## src/rtl/i2c_reg_target.sv

```systemverilog
// rtl/i2c_reg_target.sv - I2C target exposing 16-bit registers; register 0 is a read-only live snapshot
// Optional feature: define I2C_TGT_AUTOINC_EN to auto-increment the pointer after each full register access
module i2c_reg_target #(
   parameter logic [6:0]             I2C_ADDR   = 7'b1001001,
   parameter int                     NUM_REGS   = 4,
   parameter int                     PTR_W      = 2,
   parameter logic [16*NUM_REGS-1:0] RESET_VALS = {16'h7FFF, 16'h8000, 16'h8583, 16'h0000}
) (
   input  logic             clk,
   input  logic             rst,
   input  logic             scl_i,
   input  logic             sda_i,
   output logic             sda_oe,
   input  logic [15:0]      live_data,
   output logic             wr_stb,
   output logic [PTR_W-1:0] wr_addr,
   output logic [15:0]      wr_data,
   output logic             busy
);

   localparam int DEPTH = 2**PTR_W;
   localparam logic [16*DEPTH-1:0] RV_PAD = (16*DEPTH)'(RESET_VALS);

   typedef enum logic [3:0] {
      IDLE, ADDR, ADDR_ACK, PTR, PTR_ACK, WDATA, WDATA_ACK, RDATA, RDATA_ACK, WAIT_STOP
   } state_t;

   state_t           state_q;
   logic [1:0]       scl_sync_q, sda_sync_q;
   logic             scl_prev_q, sda_prev_q;
   logic [3:0]       bit_cnt_q;
   logic [7:0]       shift_q, tx_q, hi_q;
   logic             byte_sel_q, rw_q, mnack_q;
   logic [PTR_W-1:0] ptr_q, ptr_adv_d;
   logic [15:0]      shadow_q;
   logic [15:0]      regs_q [DEPTH];
   logic [15:0]      rd_cur_d, rd_next_d;

   logic scl_s, sda_s, scl_rise, scl_fall, start_det, stop_det;
   assign scl_s     = scl_sync_q[1];
   assign sda_s     = sda_sync_q[1];
   assign scl_rise  = scl_s & ~scl_prev_q;
   assign scl_fall  = ~scl_s & scl_prev_q;
   assign start_det = scl_s & scl_prev_q & sda_prev_q & ~sda_s;
   assign stop_det  = scl_s & scl_prev_q & ~sda_prev_q & sda_s;

`ifdef I2C_TGT_AUTOINC_EN
   assign ptr_adv_d = (ptr_q == PTR_W'(NUM_REGS - 1)) ? '0 : ptr_q + PTR_W'(1);
`else
   assign ptr_adv_d = ptr_q;
`endif

   // Register 0 always reads the snapshot taken at the last START
   assign rd_cur_d  = (ptr_q == '0) ? shadow_q : regs_q[ptr_q];
   assign rd_next_d = (ptr_adv_d == '0) ? shadow_q : regs_q[ptr_adv_d];

   // Synchronise the raw bus pins and keep the previous level for edge detection
   always_ff @(posedge clk) begin
      if (rst) begin
         scl_sync_q <= 2'b11;
         sda_sync_q <= 2'b11;
         scl_prev_q <= 1'b1;
         sda_prev_q <= 1'b1;
      end else begin
         scl_sync_q <= {scl_sync_q[0], scl_i};
         sda_sync_q <= {sda_sync_q[0], sda_i};
         scl_prev_q <= scl_s;
         sda_prev_q <= sda_s;
      end
   end

   // Protocol FSM: sample on SCL rise, change SDA drive on SCL fall, START/STOP override all states
   always_ff @(posedge clk) begin
      if (rst) begin
         state_q    <= IDLE;
         sda_oe     <= 1'b0;
         busy       <= 1'b0;
         wr_stb     <= 1'b0;
         wr_addr    <= '0;
         wr_data    <= '0;
         ptr_q      <= '0;
         shadow_q   <= '0;
         bit_cnt_q  <= '0;
         byte_sel_q <= 1'b0;
         shift_q    <= '0;
         tx_q       <= '0;
         hi_q       <= '0;
         rw_q       <= 1'b0;
         mnack_q    <= 1'b0;
         for (int i = 0; i < DEPTH; i++) regs_q[i] <= RV_PAD[16*i +: 16];
      end else begin
         wr_stb <= 1'b0;
         if (start_det) begin
            state_q    <= ADDR;
            bit_cnt_q  <= '0;
            byte_sel_q <= 1'b0;
            sda_oe     <= 1'b0;
            shadow_q   <= live_data;
         end else if (stop_det) begin
            state_q    <= IDLE;
            sda_oe     <= 1'b0;
            busy       <= 1'b0;
            byte_sel_q <= 1'b0;
         end else begin
            case (state_q)
               ADDR, PTR, WDATA: begin
                  if (scl_rise && bit_cnt_q != 4'd8) begin
                     shift_q   <= {shift_q[6:0], sda_s};
                     bit_cnt_q <= bit_cnt_q + 4'd1;
                  end else if (scl_fall && bit_cnt_q == 4'd8) begin
                     bit_cnt_q <= '0;
                     if (state_q == ADDR) begin
                        if (shift_q[7:1] == I2C_ADDR) begin
                           state_q <= ADDR_ACK;
                           sda_oe  <= 1'b1;
                           busy    <= 1'b1;
                           rw_q    <= shift_q[0];
                        end else begin
                           state_q <= IDLE;
                           busy    <= 1'b0;
                        end
                     end else if (state_q == PTR) begin
                        if (shift_q < 8'(NUM_REGS)) begin
                           state_q <= PTR_ACK;
                           sda_oe  <= 1'b1;
                           ptr_q   <= shift_q[PTR_W-1:0];
                        end else begin
                           state_q <= WAIT_STOP;
                        end
                     end else begin
                        state_q <= WDATA_ACK;
                        sda_oe  <= 1'b1;
                        if (!byte_sel_q) hi_q <= shift_q;
                     end
                  end
               end
               ADDR_ACK: begin
                  if (scl_fall) begin
                     byte_sel_q <= 1'b0;
                     if (rw_q) begin
                        state_q <= RDATA;
                        tx_q    <= rd_cur_d[15:8];
                        sda_oe  <= ~rd_cur_d[15];
                     end else begin
                        state_q <= PTR;
                        sda_oe  <= 1'b0;
                     end
                  end
               end
               PTR_ACK: begin
                  if (scl_fall) begin
                     state_q    <= WDATA;
                     sda_oe     <= 1'b0;
                     byte_sel_q <= 1'b0;
                  end
               end
               WDATA_ACK: begin
                  if (scl_rise && byte_sel_q) begin
                     if (ptr_q != '0) begin
                        regs_q[ptr_q] <= {hi_q, shift_q};
                        wr_stb        <= 1'b1;
                        wr_addr       <= ptr_q;
                        wr_data       <= {hi_q, shift_q};
                     end
                     ptr_q <= ptr_adv_d;
                  end else if (scl_fall) begin
                     state_q    <= WDATA;
                     sda_oe     <= 1'b0;
                     byte_sel_q <= ~byte_sel_q;
                  end
               end
               RDATA: begin
                  if (scl_rise && bit_cnt_q != 4'd8) begin
                     bit_cnt_q <= bit_cnt_q + 4'd1;
                  end else if (scl_fall) begin
                     if (bit_cnt_q == 4'd8) begin
                        state_q   <= RDATA_ACK;
                        sda_oe    <= 1'b0;
                        bit_cnt_q <= '0;
                     end else if (bit_cnt_q != 4'd0) begin
                        sda_oe <= ~tx_q[3'd7 - bit_cnt_q[2:0]];
                     end
                  end
               end
               RDATA_ACK: begin
                  if (scl_rise) begin
                     mnack_q <= sda_s;
                  end else if (scl_fall) begin
                     if (mnack_q) begin
                        state_q <= WAIT_STOP;
                        sda_oe  <= 1'b0;
                        if (byte_sel_q) ptr_q <= ptr_adv_d;
                     end else if (!byte_sel_q) begin
                        state_q    <= RDATA;
                        tx_q       <= rd_cur_d[7:0];
                        sda_oe     <= ~rd_cur_d[7];
                        byte_sel_q <= 1'b1;
                     end else begin
                        state_q    <= RDATA;
                        ptr_q      <= ptr_adv_d;
                        tx_q       <= rd_next_d[15:8];
                        sda_oe     <= ~rd_next_d[15];
                        byte_sel_q <= 1'b0;
                     end
                  end
               end
               default: ;
            endcase
         end
      end
   end

endmodule

```

## config.mk

```make
export PLATFORM = sky130hd
export DESIGN_NAME = i2c_reg_target
export DESIGN_NICKNAME = d
export VERILOG_FILES = /design/src/rtl/i2c_reg_target.sv
export SDC_FILE = /design/constraint.sdc
export NUM_CORES = 1
export LEC_CHECK = 0
export CAP_MARGIN = 10
export CORE_MARGIN = 5
export CORE_UTILIZATION = 53
export DETAILED_ROUTE_END_ITERATION = 16
export GPL_TIMING_DRIVEN = 0
export PLACE_DENSITY = 0.83
export SETUP_SLACK_MARGIN = 0.5
export SYNTH_ARGS = -nofsm -noshare
export SYNTH_HDL_FRONTEND = slang
export SYNTH_SLANG_ARGS = --single-unit
```

## constraint.sdc

```tcl
create_clock -name clk -period 2.2 [get_ports clk]
set_input_delay 0.66 -clock clk [delete_from_list [all_inputs] [get_ports clk]]
set_output_delay 0.66 -clock clk [all_outputs]
set_load 0.02 [all_outputs]
```

==> impl_metrics.tcl <==
set metrics [dict create \
    cp-start-kind "register" \
    clkSlewWorstSetupHoldPaths_ns 0.06 \
    cell_area_after_synthesis_um2 6387 \
    worst_ep_required_time_ns 2.33 \
    p_leak_nw 3.373 \
    postSynth.asyncResetShare_pct 0 \
    floorplan_die_width_um 119.8 \
    detail_route.wl_per_cell_um 22.89 \
    max_slew_margin_pct 61.95 \
    nFillCells 718 \
    initial_util_pct 53.62 \
    grt_overflow_total 0 \
    dp_hpwl_um 10880 \
    finalCritPeriodShare_pct 107.9 \
    critPathSlowestCell "or3_4" \
    synth.ff_latch_count 146 \
    max_stage_delay_ns 0.39 \
    cts_tree "built" \
    outcome "finished, violations left" \
    num_io_pins 41 \
    globalplace.congestion 0.9183 \
    route.detailed.drc 0 \
    cp-end-kind "register" \
    rsz0062_at_grt "true" \
    slew_limit_fails 0 \
    ir_drop_mv 0.5840 \
    timing.critical_path.mode_cell "or2_4" \
    n_antenna_cell 0 \
    setup_skew_after_layout_ns 0.009783 \
    final_nets 736 \
    final_hold_viol_count 0 \
    htreeDepth 4 \
    totalWireLength_um 20010 \
    postCtsHoldBufs 0 \
    grt_antenna_before_repair 0 \
    clock_tree.buffer_depth 2 \
    arrival_ns 2.51 \
    synth-warning-count 0 \
    layout-drive-gt1-share_pct 41.13 \
    synth-edff-count 64 \
    syn_inst 581 \
    layout_setup_ws_ns -0.1743 \
    max_cap_violations 0 \
    most_common_library_cell_in_the_layout_ignoring_fill_and_taps "dfxtp_1" \
    ys_types 50 \
    crit_fanout 8 \
    final_cell_count_no_fill 874 \
    total_via_count_in_the_routed_design 5446 \
    cts-buffers-inserted 17 \
    buffer_ports.inserted 40 \
    synth-seq-area-share_pct 55.79 \
    drt-vias-per-instance 6.231 \
    fp.coreArea_um2 11910 \
    worstSkewPairLatency_ns 0.44 \
    finalWorstPathRequiredPeriod_ns 2.374 \
    clock-sinks 146 \
    final_setup_violating_endpoints 92 \
    cts_root_buffer "clkbuf_16" \
    worst_hold_path_type "register to register" \
    grt_first_pass_wirelength_um 28970 \
    grtUsageTotal_pct 26.36 \
    mostFrequentLayoutCells "69 x dfxtp_1, 64 x edfxtp_1, 60 x nand2_1" \
    ys_dominant_reg_cell "dfxtp_1" \
    timing.critical_path.cells "or2_4, or2_4, or3_4, buf_8, nor4b_4, buf_4, or2_4" \
    floorplan.rows 40 \
    ant_nets 0 \
    post-place-cells 783 \
    fmax_mhz 421.2 \
    pre_antenna_drt_iters 7 \
    dpl_worst_slack_ns -0.9343 \
    failing_checks "setup timing" \
    cellPowerDensity_nw_per_um2 867.2 \
    grt_pass1_vias 5398 \
    area_delta_synth_final_pct 39.69 \
    floorplan_die_area_um2 14350 \
    grt_start_max_net_pins 17 \
    dieHeight_um 119.8 \
    post_synth.cell_area_avg_um2 10.99 \
    critical_path_start_end_classification "register to register" \
    worst_slew_pin_slew_ns 0.5707 \
    detail_route.iter0.violations 717 \
]
[path summary, 6_finish.rpt]
check                start             to  slack [ns]  cells after the start
max             state_q[0]  regs_q[1][15]       -0.17                      7
max reg2reg     state_q[0]  regs_q[1][15]       -0.17                      7
min          sda_sync_q[0]  sda_sync_q[1]        0.40                      1
min reg2reg  sda_sync_q[0]  sda_sync_q[1]        0.40                      1
[metal layers]
layer	global-route usage, %	vias to the layer above	share of wire, %
li1	-	2331	-
met1	33.21	2696	37
met2	42.13	353	50
met3	9.095	66	10
met4	10.09	0	2.8
met5	0	-	0
[repair_timing]
item	4_1_cts	5_1_grt
hold endpoints to repair	0	0
resized for setup	207	115
pin swaps	26	29
gates cloned	6	1
setup endpoints to repair	211	175
setup buffers	36	16
[worst max-delay path, delay by kind of cell (launching register included)]
family	cells	cell delay [ns]
flip-flops	1	0.35
AND/OR/NAND/NOR	5	1.39
buffers and inverters	2	0.34
[sequential cells by signal (all words and copies together) (netlist names), 2 cells and up, named ones only]
name        count
sda_sync_q      2
tx_q            8
scl_sync_q      2
shift_q         8
bit_cnt_q       4
state_q         4
regs_q         64
shadow_q       16
wr_addr         2
ptr_adv_d       2
wr_data        16
hi_q            8
[stage by stage]
stage	TNS [ns]	power (mW)	util, %	hold slack (ns)	area [um^2]
global route	-11.22	7.989	74.91	0.4276	8922
detailed placement	-67.17	3.984	59.73	0.3983	7114
global placement	-60.73	3.957	59.73	0.4001	7114
CTS	-5.520	7.434	70.92	0.4074	8448
floorplan	-1.482	3.716	-	0.3895	6530
finish	-9.109	7.738	74.91	0.4018	8922
[synth_stat cells (2+ instances only)]
library cell | instances | area, um^2
or2b_1 | 4 | 30.03
ha_1 | 2 | 25.02
nand3b_1 | 4 | 30.03
edfxtp_1 | 64 | 1922
a21oi_1 | 49 | 245.2
mux4_2 | 25 | 563.0
dfxtp_1 | 82 | 1642
inv_1 | 7 | 26.28
or3_1 | 20 | 125.1
xor2_1 | 2 | 17.52
or2_1 | 2 | 12.51
a22oi_1 | 2 | 15.01
or2_2 | 12 | 75.07
nor3_1 | 9 | 45.04
nor2_1 | 50 | 187.7
nand2_1 | 79 | 296.5
nor4b_4 | 2 | 47.55
o21ai_0 | 14 | 70.07
nor2b_1 | 5 | 31.28
nand3_1 | 10 | 50.05
buf_2 | 2 | 10.01
mux2i_1 | 31 | 310.3
nand4_1 | 2 | 12.51
a211oi_1 | 6 | 45.04
clkbuf_1 | 33 | 123.9
and2_1 | 28 | 175.2
nand2b_1 | 12 | 75.07
[layout make-up]
| cell class | count | area [um^2] | area share (%) |
|---|---|---|---|
| Sequential cell | 146 | 3605 | 40.40 |
| Tap cell | 147 | 183.9 | 2.061 |
| Timing Repair Buffer | 96 | 872.1 | 9.774 |
| Clock buffer | 17 | 425.4 | 4.768 |
| Inverter | 7 | 31.28 | 0.3506 |
| Multi-Input combinational cell | 408 | 3254 | 36.47 |
| Buffer | 38 | 312.8 | 3.506 |
| Clock inverter | 15 | 237.7 | 2.664 |
[where the power goes]
| part | total, mW | switching (mW) | internal, mW |
|---|---|---|---|
| clock | 3.31 | 1.20 | 2.12 |
| combinational | 1.40 | 0.783 | 0.621 |
| sequential | 3.02 | 0.0908 | 2.93 |
[logic make-up after synthesis]
| kind of cell | after synthesis | share of synthesized area (%) |
|---|---|---|
| AND/OR/NAND/NOR | 243 | 19.22 |
| flip-flops | 146 | 55.79 |
| AO/OA/AOI/OAI | 85 | 7.660 |
| multiplexers | 57 | 13.85 |
| buffers and inverters | 45 | 2.762 |
| adder cells (fa/ha/maj) | 2 | 0.3917 |
| XOR/XNOR | 2 | 0.2743 |
| other | 1 | 0.05871 |
(Power assumes the default switching activity.)
